File: config.mk
export PLATFORM = sky130hd
export DESIGN_NAME = vram_arbiter
export DESIGN_NICKNAME = d
export VERILOG_FILES = /design/src/rtl/vram_arb_pkg.sv /design/src/rtl/vram_wbuf.sv /design/src/rtl/vram_arbiter.sv
export SDC_FILE = /design/constraint.sdc
export NUM_CORES = 1
export LEC_CHECK = 0
export BUFFER_PORTS_ARGS = -buffer_cell sky130_fd_sc_hd__buf_4
export CORE_UTILIZATION = 55
export DETAILED_ROUTE_END_ITERATION = 10
export PLACE_DENSITY_LB_ADDON = 0.25
export SYNTH_ARGS = -nofsm -noshare
export SYNTH_HDL_FRONTEND = slang
export SYNTH_HIERARCHICAL = 1
export SYNTH_SLANG_ARGS = --single-unit
File: constraint.sdc
create_clock -name clk -period 6.1 [get_ports clk]
set_input_delay 1.22 -clock clk [delete_from_list [all_inputs] [get_ports clk]]
set_output_delay 1.22 -clock clk [all_outputs]
set_load 0.01 [all_outputs]
File: src/rtl/vram_arb_pkg.sv
// Shared constants and the RAM-access source tag for the VGA frame-buffer arbiter.
package vram_arb_pkg;

   localparam int ADDR_W_DEF = 16;
   localparam int DATA_W_DEF = 8;
   localparam int TAG_STAGES = 2;

   typedef enum logic [1:0] {
      SRC_NONE    = 2'd0,
      SRC_VID     = 2'd1,
      SRC_WR      = 2'd2,
      SRC_HOST_RD = 2'd3
   } src_e;

endpackage

File: src/rtl/vram_wbuf.sv
// Posted-write FIFO of {addr, data}; head is visible combinationally so the
// arbiter can drain it in the same cycle it is granted.
module vram_wbuf
   import vram_arb_pkg::*;
#(
   parameter int ADDR_W = ADDR_W_DEF,
   parameter int DATA_W = DATA_W_DEF,
   parameter int DEPTH  = 4,
   localparam int PTR_W = $clog2(DEPTH),
   localparam int LVL_W = $clog2(DEPTH) + 1
) (
   input  logic              clk,
   input  logic              rst,
   input  logic              push,
   input  logic [ADDR_W-1:0] push_addr,
   input  logic [DATA_W-1:0] push_data,
   input  logic              pop,
   output logic [ADDR_W-1:0] head_addr,
   output logic [DATA_W-1:0] head_data,
   output logic              full,
   output logic              empty,
   output logic [LVL_W-1:0]  level
);

   logic [ADDR_W+DATA_W-1:0] mem [DEPTH];

   logic [PTR_W-1:0] wr_ptr_q, wr_ptr_d;
   logic [PTR_W-1:0] rd_ptr_q, rd_ptr_d;
   logic [LVL_W-1:0] level_q, level_d;
   logic             push_ok;
   logic             pop_ok;

   assign full  = (level_q == LVL_W'(DEPTH));
   assign empty = (level_q == '0);
   assign level = level_q;

   assign head_addr = mem[rd_ptr_q][ADDR_W+DATA_W-1:DATA_W];
   assign head_data = mem[rd_ptr_q][DATA_W-1:0];

   always_comb begin
      push_ok  = push && !full;
      pop_ok   = pop && !empty;
      wr_ptr_d = wr_ptr_q;
      rd_ptr_d = rd_ptr_q;
      level_d  = level_q;
      if (push_ok) begin
         wr_ptr_d = wr_ptr_q + PTR_W'(1);
      end
      if (pop_ok) begin
         rd_ptr_d = rd_ptr_q + PTR_W'(1);
      end
      // Simultaneous push and pop leaves the level unchanged.
      case ({push_ok, pop_ok})
         2'b10:   level_d = level_q + LVL_W'(1);
         2'b01:   level_d = level_q - LVL_W'(1);
         default: level_d = level_q;
      endcase
   end

   always_ff @(posedge clk) begin
      if (rst) begin
         wr_ptr_q <= '0;
         rd_ptr_q <= '0;
         level_q  <= '0;
      end else begin
         wr_ptr_q <= wr_ptr_d;
         rd_ptr_q <= rd_ptr_d;
         level_q  <= level_d;
      end
   end

   always_ff @(posedge clk) begin
      if (push_ok) begin
         mem[wr_ptr_q] <= {push_addr, push_data};
      end
   end

endmodule

File: src/rtl/vram_arbiter.sv
// Single-port video RAM arbiter: video fetch always wins, posted host writes
// drain in idle cycles, host reads go last and only with an empty write buffer.
module vram_arbiter
   import vram_arb_pkg::*;
#(
   parameter int ADDR_W     = ADDR_W_DEF,
   parameter int DATA_W     = DATA_W_DEF,
   parameter int WBUF_DEPTH = 4,
   localparam int LVL_W     = $clog2(WBUF_DEPTH) + 1
) (
   input  logic              clk,
   input  logic              rst,
   input  logic              vid_req,
   input  logic [ADDR_W-1:0] vid_addr,
   output logic              vid_valid,
   output logic [DATA_W-1:0] vid_data,
   input  logic              host_valid,
   input  logic              host_we,
   input  logic [ADDR_W-1:0] host_addr,
   input  logic [DATA_W-1:0] host_wdata,
   output logic              host_ready,
   output logic              host_rvalid,
   output logic [DATA_W-1:0] host_rdata,
   output logic [LVL_W-1:0]  wbuf_level,
   output logic              ram_en,
   output logic              ram_we,
   output logic [ADDR_W-1:0] ram_addr,
   output logic [DATA_W-1:0] ram_wdata,
   input  logic [DATA_W-1:0] ram_rdata
);

   logic              wb_push;
   logic              wb_pop;
   logic              wb_full;
   logic              wb_empty;
   logic [ADDR_W-1:0] wb_head_addr;
   logic [DATA_W-1:0] wb_head_data;

   logic host_wr_ok;
   logic host_rd_ok;
   src_e grant_src;

   logic              ram_en_q, ram_en_d;
   logic              ram_we_q, ram_we_d;
   logic [ADDR_W-1:0] ram_addr_q, ram_addr_d;
   logic [DATA_W-1:0] ram_wdata_q, ram_wdata_d;

   src_e tag_q [TAG_STAGES];
   src_e tag_d [TAG_STAGES];

   logic              vid_valid_q, vid_valid_d;
   logic [DATA_W-1:0] vid_data_q, vid_data_d;
   logic              host_rvalid_q, host_rvalid_d;
   logic [DATA_W-1:0] host_rdata_q, host_rdata_d;

   vram_wbuf #(
      .ADDR_W (ADDR_W),
      .DATA_W (DATA_W),
      .DEPTH  (WBUF_DEPTH)
   ) u_wbuf (
      .clk       (clk),
      .rst       (rst),
      .push      (wb_push),
      .push_addr (host_addr),
      .push_data (host_wdata),
      .pop       (wb_pop),
      .head_addr (wb_head_addr),
      .head_data (wb_head_data),
      .full      (wb_full),
      .empty     (wb_empty),
      .level     (wbuf_level)
   );

   // A read needs an empty buffer so it can never overtake a posted write.
   always_comb begin
      host_wr_ok = host_valid && host_we && !wb_full && !rst;
      host_rd_ok = host_valid && !host_we && wb_empty && !vid_req && !rst;
      host_ready = host_wr_ok || host_rd_ok;
      wb_push    = host_wr_ok;
      wb_pop     = !vid_req && !wb_empty;

      if (vid_req) begin
         grant_src = SRC_VID;
      end else if (wb_pop) begin
         grant_src = SRC_WR;
      end else if (host_rd_ok) begin
         grant_src = SRC_HOST_RD;
      end else begin
         grant_src = SRC_NONE;
      end
   end

   always_comb begin
      ram_en_d    = (grant_src != SRC_NONE);
      ram_we_d    = (grant_src == SRC_WR);
      ram_addr_d  = '0;
      ram_wdata_d = '0;
      case (grant_src)
         SRC_VID:     ram_addr_d = vid_addr;
         SRC_WR: begin
            ram_addr_d  = wb_head_addr;
            ram_wdata_d = wb_head_data;
         end
         SRC_HOST_RD: ram_addr_d = host_addr;
         default:     ram_addr_d = '0;
      endcase
   end

   // Stage 0 tracks the cycle the RAM sees the access, stage 1 the cycle
   // its read data appears on ram_rdata.
   always_comb begin
      tag_d[0] = grant_src;
      for (int i = 1; i < TAG_STAGES; i++) begin
         tag_d[i] = tag_q[i-1];
      end
   end

   always_comb begin
      vid_valid_d   = (tag_q[TAG_STAGES-1] == SRC_VID);
      host_rvalid_d = (tag_q[TAG_STAGES-1] == SRC_HOST_RD);
      vid_data_d    = vid_valid_d ? ram_rdata : vid_data_q;
      host_rdata_d  = host_rvalid_d ? ram_rdata : host_rdata_q;
   end

   always_ff @(posedge clk) begin
      if (rst) begin
         ram_en_q      <= 1'b0;
         ram_we_q      <= 1'b0;
         ram_addr_q    <= '0;
         ram_wdata_q   <= '0;
         vid_valid_q   <= 1'b0;
         vid_data_q    <= '0;
         host_rvalid_q <= 1'b0;
         host_rdata_q  <= '0;
         for (int i = 0; i < TAG_STAGES; i++) begin
            tag_q[i] <= SRC_NONE;
         end
      end else begin
         ram_en_q      <= ram_en_d;
         ram_we_q      <= ram_we_d;
         ram_addr_q    <= ram_addr_d;
         ram_wdata_q   <= ram_wdata_d;
         vid_valid_q   <= vid_valid_d;
         vid_data_q    <= vid_data_d;
         host_rvalid_q <= host_rvalid_d;
         host_rdata_q  <= host_rdata_d;
         for (int i = 0; i < TAG_STAGES; i++) begin
            tag_q[i] <= tag_d[i];
         end
      end
   end

   assign ram_en      = ram_en_q;
   assign ram_we      = ram_we_q;
   assign ram_addr    = ram_addr_q;
   assign ram_wdata   = ram_wdata_q;
   assign vid_valid   = vid_valid_q;
   assign vid_data    = vid_data_q;
   assign host_rvalid = host_rvalid_q;
   assign host_rdata  = host_rdata_q;

endmodule

==> results_dict.tcl <==
set metrics [dict create \
    grt_pass1_vias 3425 \
    cap_violations 0 \
    netlist_area_mm2 0.00579 \
    p_leak_nw 2.57 \
    cts_hold_buf 0 \
    grt_max_degree 52 \
    overflow 0 \
    holdWs_ns 0.430 \
    wl_mm 11.1 \
    crit_arrival_ns 2.59 \
    dp_worst_setup_slack_ns 2.26 \
    setup_viol 0 \
    clockPowerShare_pct 43.5 \
    cts.sinks 153 \
    finalHoldViolations 0 \
    ioPinCount 101 \
    nets 541 \
    p_comb_share_pct 5.2 \
    drive_gt1_share_pct 31.9 \
    place_congestion 0.758 \
    slew_headroom_pct 33.6 \
    power.switching_w 0.000442 \
    vdd_drop_max_mv 0.192 \
    hp-start "tag_q[0][1]$_SDFF_PP0_" \
    post-route-period-util_pct 62.5 \
    power_frac_seq_pct 51.4 \
    tightest_slew_ns 0.988 \
    cts.repair.resized 0 \
    grt_pass1_wl_mm 17.6 \
    routedWlPerCell_um 17.6 \
    powerDensity_mw_per_mm2 307 \
    setup_tns_ns 0 \
    route.detailed.drc 0 \
    insertedDiodeCount 0 \
    regToRegSetupSlack_ns 3.44 \
    die_h_um 105 \
    rsz0062_at_grt "false" \
    clock_path_buffers 2 \
    setup.worst_path.class "in -> out" \
    final_common_cell "buf_4" \
    vias 3468 \
    cts.clk_slew.worst_paths_ns 0.06 \
    ys_seq_area_share_pct 69.4 \
    rows 37 \
    area_growth_pct 23.5 \
    layout_common_cells "buf_4, edfxtp_1, dfxtp_1, a21oi_1, nand2_1" \
    grt_antenna_before_repair 0 \
    r2r-start "u_wbuf/level[0]$_SDFFE_PP0P_" \
    r2r_cells 11 \
    drt_iter0_markers 173 \
    p_int_w 0.00175 \
    swShare_pct 20.2 \
    first_pass_iters 4 \
    syn_inst 382 \
    endpoint_kind "output port" \
    post_cts_buffers 0 \
    postRouteAntennaNets 0 \
    cts-htree-levels 4 \
    r2r_end "u_wbuf/level[2]$_SDFFE_PP0P_" \
    syn_avg_cell_area_um2 15.2 \
    cts_tree "done" \
    startpoint_type "input pin" \
    clock.fmax_mhz 262 \
    syn_nets 441 \
    vias_per_cell 5.50 \
    grtUsageTotal_pct 22.0 \
    worstPathMaxFanout 34 \
    core_mm2 0.0103 \
    final.setup.worst_slack_ns 2.29 \
    dpl.hpwl_mm 6.83 \
    ys_ff_latch 153 \
    fp.dieArea_mm2 0.0109 \
    cts_root_buf "clkbuf_8" \
    start_util_pct 56.4 \
    finClkSkew_ns 0.00608 \
    synthDistinctLibCells 34 \
    insertion_delay_ns 0.51 \
    required_ns 4.88 \
    port_buffers 100 \
    yosysWarnings 6 \
    fillers 704 \
    whs_path_depth 1 \
    slew_violations 0 \
    status "complete, no violations" \
    hp-class "reg -> reg" \
    fin_crit_ns 3.81 \
    holdPathEnd "tag_q[0][3]$_SDFF_PP0_" \
    cts_buffers 17 \
    die_w_um 105 \
]
[how the worst max path moves through the flow]
stage	cells after the start	startpoint	end
after detailed placement	5	vid_req	host_ready
after floorplan	5	vid_req	host_ready
after global routing	5	vid_req	host_ready
after CTS	5	vid_req	host_ready
after global placement	5	vid_req	host_ready
final	5	vid_req	host_ready
[synthesized netlist by cell type, drive strengths merged]
cell / count / area [um^2]
clkbuf: 8 / 30.0
o21ai: 4 / 20.0
dfxtp: 57 / 1140
a21oi: 49 / 245
nor3: 2 / 10.0
a22oi: 3 / 22.5
nand3: 8 / 40.0
buf: 17 / 133
nand3b: 16 / 120
xor2: 3 / 26.3
nor2: 9 / 33.8
nand2b: 6 / 37.5
nand2: 26 / 97.6
mux4: 24 / 556
a31o: 1 / 8.76
and2: 12 / 75.1
or3: 3 / 18.8
nor2b: 3 / 18.8
ha: 5 / 62.6
edfxtp: 96 / 2880
nor3b: 14 / 110
o31ai: 1 / 7.51
mux2i: 1 / 10.0
and4bb: 1 / 12.5
inv: 10 / 37.5
a211oi: 1 / 7.51
fa: 1 / 20.0
nor4bb: 1 / 10.0
[per-layer routing]
| metal | track usage [%] | wire length [um] | up-vias |
|---|---|---|---|
| met3 | 4.43 | 469 | 13 |
| li1 | - | - | 1622 |
| met5 | 0 | 0 | - |
| met2 | 35.3 | 5690 | 101 |
| met4 | 9.96 | 157 | 0 |
| met1 | 29.2 | 4810 | 1732 |
[layout make-up]
type	instances	area [um^2]	share of cell area (%)
clock buffers	23	477	6.66
clock inverters	9	72.6	1.01
inverters	10	37.5	0.525
multi-input cells	194	1580	22.0
flip-flops and latches	153	4030	56.3
well taps	136	170	2.38
repair buffers	106	796	11.1
[critical path: stages]
cell,delay (ns)
buf_4,0.23
and4bb_1,0.76
nand2b_1,0.16
nand2b_1,0.11
buf_4,0.12
[power groups by stage]
| stage | registers, W | clock network, W | logic [W] |
|---|---|---|---|
| final | 0.00113 | 0.000953 | 0.000114 |
| after global routing | 0.00113 | 0.00101 | 0.000124 |
| after CTS | 0.00113 | 0.000967 | 0.000115 |
| after detailed placement | 0.00115 | 0 | 0.000114 |
| after global placement | 0.00115 | 0 | 0.000112 |
| after floorplan | 0.00115 | 0 | 0.0000491 |
[cells by family (layout without fill, tap and decap cells)]
logic type	after synthesis	in the layout	synth area share (%)
DFF	153	153	69.4
and+or+nand+nor	101	101	10.1
AOI/OAI and AO/OA	59	59	5.38
buffers and inverters	35	148	3.46
muxes	25	25	9.76
adders and majority gates	6	6	1.43
xor gates and xnor gates	3	3	0.454
[flip-flops by register name (all words and copies together), names as in the netlist, named ones only]
register and flops:
ram_we 1, u_wbuf/rd_ptr_q 2, host_rdata 8, vid_data 8
u_wbuf/wr_ptr_q 2, ram_addr 16, ram_en 1, tag_q 4
u_wbuf/level 3, u_wbuf/mem 96, host_rvalid 1, ram_wdata 8
vid_valid 1
[stage by stage]
stage | utilization, % | instances | cell area, um^2 | power, W
final | 69.6 | 631 | 7150 | 0.00219
after global routing | 69.6 | 631 | 7150 | 0.00226
after CTS | 69.6 | 631 | 7150 | 0.00221
after detailed placement | 64.3 | 599 | 6600 | 0.00126
after global placement | 64.3 | 599 | 6600 | 0.00126
after floorplan | - | 382 | 5790 | 0.00120
Note: power is estimated with default switching activity, not from simulation.
